**src/rtl/xdn_ctrl_pkg.sv**
```systemverilog
// -----------------------------------------------------------------------------
// xdn_ctrl_pkg
// Shared definitions for the 8-bit bus CPU control sequencer:
//   - opcode constants (OP_NOP .. OP_HLT)
//   - control-word bit indices, plus the inactive and fetch control words
//   - micro-step constants T0..T4
//   - sequencer run/halt state type
// The control word is held active-high internally. Active-low pins are
// produced by inverting the relevant bits when the word is unpacked at the top.
// -----------------------------------------------------------------------------
package xdn_ctrl_pkg;

  localparam logic [3:0] OP_NOP = 4'h0;
  localparam logic [3:0] OP_LDA = 4'h1;
  localparam logic [3:0] OP_ADD = 4'h2;
  localparam logic [3:0] OP_SUB = 4'h3;
  localparam logic [3:0] OP_STA = 4'h4;
  localparam logic [3:0] OP_LDI = 4'h5;
  localparam logic [3:0] OP_JMP = 4'h6;
  localparam logic [3:0] OP_JC  = 4'h7;
  localparam logic [3:0] OP_JZ  = 4'h8;
  localparam logic [3:0] OP_OUT = 4'hE;
  localparam logic [3:0] OP_HLT = 4'hF;

  localparam int T0 = 0;
  localparam int T1 = 1;
  localparam int T2 = 2;
  localparam int T3 = 3;
  localparam int T4 = 4;

  localparam int CW_WIDTH    = 15;
  localparam int CW_PC_OUT   = 0;
  localparam int CW_PC_EN    = 1;
  localparam int CW_JUMP     = 2;
  localparam int CW_MAR_IN   = 3;
  localparam int CW_RAM_IN   = 4;
  localparam int CW_RAM_OUT  = 5;
  localparam int CW_IR_IN    = 6;
  localparam int CW_IR_OUT   = 7;
  localparam int CW_A_IN     = 8;
  localparam int CW_A_OUT    = 9;
  localparam int CW_B_IN     = 10;
  localparam int CW_ALU_OUT  = 11;
  localparam int CW_SUB      = 12;
  localparam int CW_FLAGS_IN = 13;
  localparam int CW_OUT_IN   = 14;

  typedef logic [CW_WIDTH-1:0] ctrl_word_t;

  typedef enum logic {
    SEQ_RUN,
    SEQ_HALTED
  } seq_state_t;

  // One-hot control word with a single strobe asserted.
  function automatic ctrl_word_t cw_bit(input int idx);
    ctrl_word_t w;
    w = '0;
    w[idx] = 1'b1;
    return w;
  endfunction

  localparam ctrl_word_t CW_INACTIVE = '0;
  localparam ctrl_word_t CW_FETCH    = cw_bit(CW_PC_OUT) | cw_bit(CW_MAR_IN);

endpackage

```
**src/rtl/control_sequencer_if.sv**
```systemverilog
// -----------------------------------------------------------------------------
// control_sequencer_if
// Bundle between the control sequencer and the CPU datapath.
//   Datapath -> sequencer : i_OPCODE (IR[7:4]), i_ZERO_FLAG, i_CARRY_FLAG
//   Sequencer -> datapath : o_STEP, o_HALT and the control strobes
//                           (o_PC_EN and o_SUB active-high, all *_n active-low)
// Modports: master = sequencer side, slave = datapath side.
// -----------------------------------------------------------------------------
interface control_sequencer_if #(
  parameter int OPCODE_WIDTH = 4,
  parameter int STEP_WIDTH   = 3
);

  logic [OPCODE_WIDTH-1:0] i_OPCODE;
  logic                    i_ZERO_FLAG;
  logic                    i_CARRY_FLAG;
  logic [STEP_WIDTH-1:0]   o_STEP;
  logic                    o_HALT;
  logic                    o_PC_OUT_n;
  logic                    o_PC_EN;
  logic                    o_JUMP_n;
  logic                    o_MAR_IN_n;
  logic                    o_RAM_IN_n;
  logic                    o_RAM_OUT_n;
  logic                    o_IR_IN_n;
  logic                    o_IR_OUT_n;
  logic                    o_A_IN_n;
  logic                    o_A_OUT_n;
  logic                    o_B_IN_n;
  logic                    o_ALU_OUT_n;
  logic                    o_SUB;
  logic                    o_FLAGS_IN_n;
  logic                    o_OUT_IN_n;

  modport master (
    input  i_OPCODE, i_ZERO_FLAG, i_CARRY_FLAG,
    output o_STEP, o_HALT,
    output o_PC_OUT_n, o_PC_EN, o_JUMP_n, o_MAR_IN_n, o_RAM_IN_n,
    output o_RAM_OUT_n, o_IR_IN_n, o_IR_OUT_n, o_A_IN_n, o_A_OUT_n,
    output o_B_IN_n, o_ALU_OUT_n, o_SUB, o_FLAGS_IN_n, o_OUT_IN_n
  );

  modport slave (
    output i_OPCODE, i_ZERO_FLAG, i_CARRY_FLAG,
    input  o_STEP, o_HALT,
    input  o_PC_OUT_n, o_PC_EN, o_JUMP_n, o_MAR_IN_n, o_RAM_IN_n,
    input  o_RAM_OUT_n, o_IR_IN_n, o_IR_OUT_n, o_A_IN_n, o_A_OUT_n,
    input  o_B_IN_n, o_ALU_OUT_n, o_SUB, o_FLAGS_IN_n, o_OUT_IN_n
  );

endinterface

```
**src/rtl/control_sequencer_rom.sv**
```systemverilog
// -----------------------------------------------------------------------------
// control_rom
// Combinational microcode decode: {opcode, step, zero flag, carry flag} ->
// active-high control word.
//   opcode     : instruction opcode (IR[7:4])
//   step       : current micro-step
//   zero_flag  : registered ALU zero flag (used by JZ at T2)
//   carry_flag : registered ALU carry flag (used by JC at T2)
//   ctrl_word  : active-high control word (bit indices in xdn_ctrl_pkg)
//   last_step  : this is the opcode's final active step (early-end option)
//   halt_req   : HLT reached T2; the halt latch sets at the next edge
// -----------------------------------------------------------------------------
module control_rom
  import xdn_ctrl_pkg::*;
#(
  parameter int OPCODE_WIDTH = 4,
  parameter int STEP_WIDTH   = 3
) (
  input  logic [OPCODE_WIDTH-1:0] opcode,
  input  logic [STEP_WIDTH-1:0]   step,
  input  logic                    zero_flag,
  input  logic                    carry_flag,
  output ctrl_word_t              ctrl_word,
  output logic                    last_step,
  output logic                    halt_req
);

  logic is_t2;
  logic is_t3;
  logic is_t4;
  logic is_sub;

  assign is_t2  = (step == STEP_WIDTH'(T2));
  assign is_t3  = (step == STEP_WIDTH'(T3));
  assign is_t4  = (step == STEP_WIDTH'(T4));
  assign is_sub = (opcode == OPCODE_WIDTH'(OP_SUB));

  // Fetch is common to every opcode; execute steps depend on the opcode.
  // Unused opcodes fall through to the NOP behaviour. The last_step flag marks
  // where an instruction could end early; HLT never sets it because it stops
  // the sequencer instead.
  always_comb begin
    ctrl_word = CW_INACTIVE;
    last_step = 1'b0;
    halt_req  = 1'b0;
    if (step == STEP_WIDTH'(T0)) begin
      ctrl_word = CW_FETCH;
    end else if (step == STEP_WIDTH'(T1)) begin
      ctrl_word = cw_bit(CW_RAM_OUT) | cw_bit(CW_IR_IN) | cw_bit(CW_PC_EN);
    end else begin
      case (opcode)
        OPCODE_WIDTH'(OP_NOP): begin
          last_step = is_t2;
        end
        OPCODE_WIDTH'(OP_LDA): begin
          if (is_t2) begin
            ctrl_word = cw_bit(CW_IR_OUT) | cw_bit(CW_MAR_IN);
          end else if (is_t3) begin
            ctrl_word = cw_bit(CW_RAM_OUT) | cw_bit(CW_A_IN);
            last_step = 1'b1;
          end
        end
        OPCODE_WIDTH'(OP_ADD), OPCODE_WIDTH'(OP_SUB): begin
          if (is_t2) begin
            ctrl_word = cw_bit(CW_IR_OUT) | cw_bit(CW_MAR_IN);
          end else if (is_t3) begin
            ctrl_word = cw_bit(CW_RAM_OUT) | cw_bit(CW_B_IN);
            ctrl_word[CW_SUB] = is_sub;
          end else if (is_t4) begin
            ctrl_word = cw_bit(CW_ALU_OUT) | cw_bit(CW_A_IN) | cw_bit(CW_FLAGS_IN);
            ctrl_word[CW_SUB] = is_sub;
            last_step = 1'b1;
          end
        end
        OPCODE_WIDTH'(OP_STA): begin
          if (is_t2) begin
            ctrl_word = cw_bit(CW_IR_OUT) | cw_bit(CW_MAR_IN);
          end else if (is_t3) begin
            ctrl_word = cw_bit(CW_A_OUT) | cw_bit(CW_RAM_IN);
            last_step = 1'b1;
          end
        end
        OPCODE_WIDTH'(OP_LDI): begin
          if (is_t2) begin
            ctrl_word = cw_bit(CW_IR_OUT) | cw_bit(CW_A_IN);
            last_step = 1'b1;
          end
        end
        OPCODE_WIDTH'(OP_JMP): begin
          if (is_t2) begin
            ctrl_word = cw_bit(CW_IR_OUT) | cw_bit(CW_JUMP);
            last_step = 1'b1;
          end
        end
        OPCODE_WIDTH'(OP_JC): begin
          if (is_t2) begin
            if (carry_flag) begin
              ctrl_word = cw_bit(CW_IR_OUT) | cw_bit(CW_JUMP);
            end
            last_step = 1'b1;
          end
        end
        OPCODE_WIDTH'(OP_JZ): begin
          if (is_t2) begin
            if (zero_flag) begin
              ctrl_word = cw_bit(CW_IR_OUT) | cw_bit(CW_JUMP);
            end
            last_step = 1'b1;
          end
        end
        OPCODE_WIDTH'(OP_OUT): begin
          if (is_t2) begin
            ctrl_word = cw_bit(CW_A_OUT) | cw_bit(CW_OUT_IN);
            last_step = 1'b1;
          end
        end
        OPCODE_WIDTH'(OP_HLT): begin
          halt_req = is_t2;
        end
        default: begin
          last_step = is_t2;
        end
      endcase
    end
  end

endmodule

```
**src/rtl/control_sequencer.sv**
```systemverilog
// -----------------------------------------------------------------------------
// control_sequencer
// Microcoded control unit for the 8-bit bus CPU. Holds the micro-step counter
// and the halt latch, decodes the control word through control_rom and
// unpacks it onto the datapath strobes.
//   i_CLOCK   : system clock, step counter advances on posedge
//   i_CLEAR_n : asynchronous active-low reset (step 0, halt cleared)
//   bus       : control_sequencer_if.master (opcode/flags in; step, halt and
//               control strobes out)
// Build option: define SEQ_EARLY_END_EN to return the step counter to 0 right
// after an opcode's last active step instead of always running STEP_COUNT
// steps per instruction.
// -----------------------------------------------------------------------------
module control_sequencer
  import xdn_ctrl_pkg::*;
#(
  parameter int OPCODE_WIDTH = 4,
  parameter int STEP_COUNT   = 5,
  parameter int STEP_WIDTH   = 3
) (
  input  logic                i_CLOCK,
  input  logic                i_CLEAR_n,
  control_sequencer_if.master bus
);

`ifdef SEQ_EARLY_END_EN
  localparam bit EARLY_END = 1'b1;
`else
  localparam bit EARLY_END = 1'b0;
`endif

  seq_state_t            state_q;
  seq_state_t            state_d;
  logic [STEP_WIDTH-1:0] step_q;
  logic [STEP_WIDTH-1:0] step_d;
  ctrl_word_t            rom_word;
  ctrl_word_t            cw;
  logic                  rom_last;
  logic                  rom_halt;

  control_rom #(
    .OPCODE_WIDTH (OPCODE_WIDTH),
    .STEP_WIDTH   (STEP_WIDTH)
  ) u_rom (
    .opcode     (bus.i_OPCODE),
    .step       (step_q),
    .zero_flag  (bus.i_ZERO_FLAG),
    .carry_flag (bus.i_CARRY_FLAG),
    .ctrl_word  (rom_word),
    .last_step  (rom_last),
    .halt_req   (rom_halt)
  );

  // State and step registers. Reset drops straight back to T0 so an
  // interrupted instruction leaves nothing behind.
  always_ff @(posedge i_CLOCK or negedge i_CLEAR_n) begin
    if (!i_CLEAR_n) begin
      state_q <= SEQ_RUN;
      step_q  <= '0;
    end else begin
      state_q <= state_d;
      step_q  <= step_d;
    end
  end

  // Next state/step. HLT at T2 still advances the step once, so the counter
  // freezes on the step after T2; once halted only reset moves anything.
  always_comb begin
    state_d = state_q;
    step_d  = step_q;
    if (state_q == SEQ_RUN) begin
      if (rom_halt) begin
        state_d = SEQ_HALTED;
      end
      if ((step_q == STEP_WIDTH'(STEP_COUNT - 1)) || (EARLY_END && rom_last)) begin
        step_d = '0;
      end else begin
        step_d = step_q + STEP_WIDTH'(1);
      end
    end
  end

  // While halted the datapath must see a fully idle word, whatever the
  // opcode and frozen step would otherwise decode to.
  always_comb begin
    cw = rom_word;
    if (state_q == SEQ_HALTED) begin
      cw = CW_INACTIVE;
    end
  end

  assign bus.o_STEP       = step_q;
  assign bus.o_HALT       = (state_q == SEQ_HALTED);
  assign bus.o_PC_OUT_n   = ~cw[CW_PC_OUT];
  assign bus.o_PC_EN      =  cw[CW_PC_EN];
  assign bus.o_JUMP_n     = ~cw[CW_JUMP];
  assign bus.o_MAR_IN_n   = ~cw[CW_MAR_IN];
  assign bus.o_RAM_IN_n   = ~cw[CW_RAM_IN];
  assign bus.o_RAM_OUT_n  = ~cw[CW_RAM_OUT];
  assign bus.o_IR_IN_n    = ~cw[CW_IR_IN];
  assign bus.o_IR_OUT_n   = ~cw[CW_IR_OUT];
  assign bus.o_A_IN_n     = ~cw[CW_A_IN];
  assign bus.o_A_OUT_n    = ~cw[CW_A_OUT];
  assign bus.o_B_IN_n     = ~cw[CW_B_IN];
  assign bus.o_ALU_OUT_n  = ~cw[CW_ALU_OUT];
  assign bus.o_SUB        =  cw[CW_SUB];
  assign bus.o_FLAGS_IN_n = ~cw[CW_FLAGS_IN];
  assign bus.o_OUT_IN_n   = ~cw[CW_OUT_IN];

endmodule

```
**src/flat_wrapper.sv**
```systemverilog
// flat-port wrapper written by rule: the top's interface ports become plain ports
module control_sequencer_flat import xdn_ctrl_pkg::*;
#(
  parameter int OPCODE_WIDTH = 4,
  parameter int STEP_COUNT   = 5,
  parameter int STEP_WIDTH   = 3
)
  (i_CLOCK, i_CLEAR_n, bus_i_OPCODE, bus_i_ZERO_FLAG, bus_i_CARRY_FLAG, bus_o_STEP, bus_o_HALT, bus_o_PC_OUT_n, bus_o_PC_EN, bus_o_JUMP_n, bus_o_MAR_IN_n, bus_o_RAM_IN_n, bus_o_RAM_OUT_n, bus_o_IR_IN_n, bus_o_IR_OUT_n, bus_o_A_IN_n, bus_o_A_OUT_n, bus_o_B_IN_n, bus_o_ALU_OUT_n, bus_o_SUB, bus_o_FLAGS_IN_n, bus_o_OUT_IN_n);
  control_sequencer_if #(.OPCODE_WIDTH(OPCODE_WIDTH), .STEP_WIDTH(STEP_WIDTH)) bus_i ();
  input  logic i_CLOCK;
  input  logic i_CLEAR_n;
  input wire logic [$bits(bus_i.i_OPCODE)-1:0] bus_i_OPCODE;
  input wire logic [$bits(bus_i.i_ZERO_FLAG)-1:0] bus_i_ZERO_FLAG;
  input wire logic [$bits(bus_i.i_CARRY_FLAG)-1:0] bus_i_CARRY_FLAG;
  output wire logic [$bits(bus_i.o_STEP)-1:0] bus_o_STEP;
  output wire logic [$bits(bus_i.o_HALT)-1:0] bus_o_HALT;
  output wire logic [$bits(bus_i.o_PC_OUT_n)-1:0] bus_o_PC_OUT_n;
  output wire logic [$bits(bus_i.o_PC_EN)-1:0] bus_o_PC_EN;
  output wire logic [$bits(bus_i.o_JUMP_n)-1:0] bus_o_JUMP_n;
  output wire logic [$bits(bus_i.o_MAR_IN_n)-1:0] bus_o_MAR_IN_n;
  output wire logic [$bits(bus_i.o_RAM_IN_n)-1:0] bus_o_RAM_IN_n;
  output wire logic [$bits(bus_i.o_RAM_OUT_n)-1:0] bus_o_RAM_OUT_n;
  output wire logic [$bits(bus_i.o_IR_IN_n)-1:0] bus_o_IR_IN_n;
  output wire logic [$bits(bus_i.o_IR_OUT_n)-1:0] bus_o_IR_OUT_n;
  output wire logic [$bits(bus_i.o_A_IN_n)-1:0] bus_o_A_IN_n;
  output wire logic [$bits(bus_i.o_A_OUT_n)-1:0] bus_o_A_OUT_n;
  output wire logic [$bits(bus_i.o_B_IN_n)-1:0] bus_o_B_IN_n;
  output wire logic [$bits(bus_i.o_ALU_OUT_n)-1:0] bus_o_ALU_OUT_n;
  output wire logic [$bits(bus_i.o_SUB)-1:0] bus_o_SUB;
  output wire logic [$bits(bus_i.o_FLAGS_IN_n)-1:0] bus_o_FLAGS_IN_n;
  output wire logic [$bits(bus_i.o_OUT_IN_n)-1:0] bus_o_OUT_IN_n;
  assign bus_i.i_OPCODE = bus_i_OPCODE;
  assign bus_i.i_ZERO_FLAG = bus_i_ZERO_FLAG;
  assign bus_i.i_CARRY_FLAG = bus_i_CARRY_FLAG;
  assign bus_o_STEP = bus_i.o_STEP;
  assign bus_o_HALT = bus_i.o_HALT;
  assign bus_o_PC_OUT_n = bus_i.o_PC_OUT_n;
  assign bus_o_PC_EN = bus_i.o_PC_EN;
  assign bus_o_JUMP_n = bus_i.o_JUMP_n;
  assign bus_o_MAR_IN_n = bus_i.o_MAR_IN_n;
  assign bus_o_RAM_IN_n = bus_i.o_RAM_IN_n;
  assign bus_o_RAM_OUT_n = bus_i.o_RAM_OUT_n;
  assign bus_o_IR_IN_n = bus_i.o_IR_IN_n;
  assign bus_o_IR_OUT_n = bus_i.o_IR_OUT_n;
  assign bus_o_A_IN_n = bus_i.o_A_IN_n;
  assign bus_o_A_OUT_n = bus_i.o_A_OUT_n;
  assign bus_o_B_IN_n = bus_i.o_B_IN_n;
  assign bus_o_ALU_OUT_n = bus_i.o_ALU_OUT_n;
  assign bus_o_SUB = bus_i.o_SUB;
  assign bus_o_FLAGS_IN_n = bus_i.o_FLAGS_IN_n;
  assign bus_o_OUT_IN_n = bus_i.o_OUT_IN_n;
  control_sequencer #(.OPCODE_WIDTH(OPCODE_WIDTH), .STEP_COUNT(STEP_COUNT), .STEP_WIDTH(STEP_WIDTH)) u_core (.i_CLOCK(i_CLOCK), .i_CLEAR_n(i_CLEAR_n), .bus(bus_i));
endmodule
```
**config.mk**
```make
export PLATFORM = sky130hd
export DESIGN_NAME = control_sequencer_flat
export DESIGN_NICKNAME = d
export VERILOG_FILES = /design/src/rtl/xdn_ctrl_pkg.sv /design/src/rtl/control_sequencer_if.sv /design/src/rtl/control_sequencer_rom.sv /design/src/rtl/control_sequencer.sv /design/src/flat_wrapper.sv
export SDC_FILE = /design/constraint.sdc
export NUM_CORES = 1
export LEC_CHECK = 0
export BUFFER_PORTS_ARGS = -buffer_cell sky130_fd_sc_hd__buf_2
export CAP_MARGIN = 5
export CORE_MARGIN = 4
export CORE_UTILIZATION = 35
export CTS_CLUSTER_SIZE = 30
export DETAILED_ROUTE_END_ITERATION = 10
export SLEW_MARGIN = 20
export SYNTH_ARGS = -nofsm -noshare
export SYNTH_HDL_FRONTEND = slang
export SYNTH_SLANG_ARGS = --single-unit
export TNS_END_PERCENT = 100
```
**constraint.sdc**
```tcl
create_clock -name i_CLOCK -period 2 [get_ports i_CLOCK]
set_clock_uncertainty 0.1 [all_clocks]
set_input_delay 0.3 -clock i_CLOCK [delete_from_list [all_inputs] [get_ports i_CLOCK]]
set_output_delay 0.3 -clock i_CLOCK [all_outputs]
set_load 0.03 [all_outputs]
```
==> flow_metrics.tcl <==
set metrics [dict create \
    via_per_inst 5.40 \
    pwr-share-comb_pct 20.3 \
    critPathKind "register to output pin" \
    switchingPower_mw 0.0648 \
    worstPathRequired_ns 1.60 \
    r2r-end "u_core.bus.o_HALT" \
    drt_wl_total_mm 1.83 \
    synth_seq_cells 4 \
    numCtsBuffers 3 \
    path_cells "inv_4 > ha_4 > nor3_4 > o21ai_2 > buf_4 > nor4_4 > buf_6" \
    p_per_area_mw_per_mm2 230 \
    cts_tree "done" \
    start_util_pct 37.3 \
    crit_start "u_core.bus.o_STEP[0]" \
    period_minus_slack_ns 2.12 \
    synth_edf_count 0 \
    clockRootBuffer "clkbuf_4" \
    ys_async_sr_fraction_pct 100 \
    pre_cts_ws_ns 0.0454 \
    status "finished with violations" \
    cts.clk_slew.worst_paths_ns 0.04 \
    start_kind "register" \
    violations "negative setup slack" \
    reg2reg_depth 5 \
    hpwl_mm 1.23 \
    grt_max_degree 12 \
    netlist_instances 81 \
    crit_family "simple AND/OR/NAND/NOR gates" \
    synth.distinct_cells 31 \
    rr_startpoint "u_core.bus.o_STEP[0]" \
    slew_viol_final 0 \
    syn_area_um2 568 \
    maxCapViolCount 0 \
    die_h_um 48.3 \
    irDropWorstVdd_mv 0.243 \
    finalWorstSetupSlack_ns -0.122 \
    critical_path.endpoint_type "output pin" \
    nets 127 \
    regToRegSetupSlack_ns 0.37 \
    io_pins 27 \
    power.share.switching_pct 27.4 \
    drc 0 \
    cp_num_cells 7 \
    p_leak_nw 0.364 \
    clock_latency_ns 0.24 \
    tns_ns -0.592 \
    first_pass_iters 4 \
    synth.top_cell.area_share_pct 17.6 \
    routedWlPerCell_um 14.2 \
    total_power_mw 0.236 \
    synth_seq_area_share_pct 17.6 \
    grt_setup_unrepaired "yes" \
    setup_viol 7 \
    grt_pass1_wl_mm 2.56 \
    synth.net_count 94 \
    synth_area_leaders "dfrtp_1 (18%), ha_1 (11%), nand2_1 (7.9%)" \
    internal_power_mw 0.172 \
    fin_crit_sh_pct 106 \
    antenna_found_initial 0 \
    synth_flop_cell "dfrtp_1" \
    grt_use_total_pct 15.4 \
    dr_total_vias 696 \
    cp_num_buf_inv 3 \
    max_slew_margin_pct 73.6 \
    synth_area_leader_cell "dfrtp_1" \
    fmax_mhz 471 \
    drtIter0Drc 20 \
    area_growth_pct 80.6 \
    drive_above_1_share_pct 60.2 \
    cp_max_fo 4 \
    grt_overflow 0 \
    p_clk_share_pct 45.3 \
    finalHoldViolCount 0 \
    htree_levels 1 \
    syn_avg_cell_area_um2 7.01 \
    grt_pass1_vias 588 \
    cts.sinks 4 \
    critPathMaxStageDelay_ns 0.42 \
    synth_warnings 0 \
    max-clock-path-buffers 2 \
    fp.coreArea_mm2 0.00152 \
    endpoint "bus_o_SUB" \
    drtAntennaViolNets 0 \
    die_x_um 48.3 \
    rows 14 \
    die_area_mm2 0.00233 \
    worst_pin_slew_ns 0.392 \
    min_path_type "input port to asynchronous set/reset pin" \
    gp_congestion 0.798 \
    cp_slowest_cell "dfrtp_2" \
    numPortBuffers 26 \
    diodes 0 \
    critPathArrivalTime_ns 1.72 \
    p_seq_share_pct 34.4 \
]
repair_timing:
action | CTS | global route
buffers inserted | 2 | 0
setup endpoints to repair | 13 | 14
hold buffers | 1 | 0
gates resized for setup | 32 | 19
endpoints found under the hold margin | 4 | 0
pin swaps | 8 | 8
per-layer routing:
metal  share of wire, %  GRT usage, %  vias up
li1                   -             -      344
met1                 40          20.1      329
met2                 54          26.8       21
met3                4.6             0        2
met4                1.1          6.45        0
met5                  0             0        -
registers in the layout, summed over array words and instances (netlist names):
name / count
u_core.bus.o_HALT: 1
u_core.bus.o_STEP: 3
cells by family (layout without fill, tap and decap cells):
logic type               after synthesis  count (layout)  share of synthesized area (%)
AO/OA/AOI/OAI                         17              17                           22.9
XOR/XNOR                               1               1                           1.54
adder cells (fa/ha/maj)                5               5                           11.0
buffers and inverters                 12              44                           9.91
flip-flops                             4               4                           17.6
AND/OR/NAND/NOR                       42              42                           37.0
worst min-delay path by stage:
stage,to,from,cells after the start
2_1_floorplan,u_core.bus.o_HALT,i_CLEAR_n,0
3_3_place_gp,u_core.bus.o_HALT,i_CLEAR_n,1
6_report,u_core.bus.o_STEP[1],i_CLEAR_n,2
4_1_cts,u_core.bus.o_STEP[1],i_CLEAR_n,2
3_5_place_dp,u_core.bus.o_HALT,i_CLEAR_n,1
5_1_grt,u_core.bus.o_STEP[1],i_CLEAR_n,2
power by group through the flow:
stage / combinational, mW / sequential (mW) / clock [mW]
after floorplan: 0.0267 / 0.0824 / 0
after global placement: 0.0385 / 0.0824 / 0
after detailed placement: 0.0389 / 0.0824 / 0
after CTS: 0.0428 / 0.0813 / 0.116
after global routing: 0.0528 / 0.0812 / 0.119
final: 0.0480 / 0.0813 / 0.107
layout by cell type, fill, tap and decap left out, types with 4 or more instances in the layout:
| master | count |
|---|---|
| buf_2 | 16 |
| nand2_1 | 11 |
| buf_6 | 9 |
| nor2_1 | 7 |
| buf_4 | 7 |
| ha_4 | 4 |
final cells by class:
cell class	count	area [um^2]
Multi-Input combinational cell	65	601
Fill cell	127	498
Timing Repair Buffer	33	244
Sequential cell	4	104
Inverter	7	31.3
Clock buffer	4	26.3
Tap cell	16	20.0
synthesized netlist by cell type, types with 2 or more instances:
master,instances
buf_2,2
o21ai_0,6
buf_4,2
dfrtp_1,4
inv_1,6
o21ai_1,2
nor4_1,3
nand3_1,2
nor2b_1,3
nor2_1,10
a21oi_1,2
nand2b_1,2
nand2_1,12
nor3_1,3
nand3b_1,2
ha_1,5
per-stage QoR:
stage	cell area, um^2	util [%]	std cells	hold WS [ns]
after floorplan	619	-	81	-0.0956
after global placement	766	50.2	122	0.00678
after detailed placement	766	50.2	122	0.00778
after CTS	937	61.5	129	0.282
after global routing	1030	67.3	129	0.309
final	1030	67.3	129	0.295
Note: power is estimated with default switching activity, not from simulation.
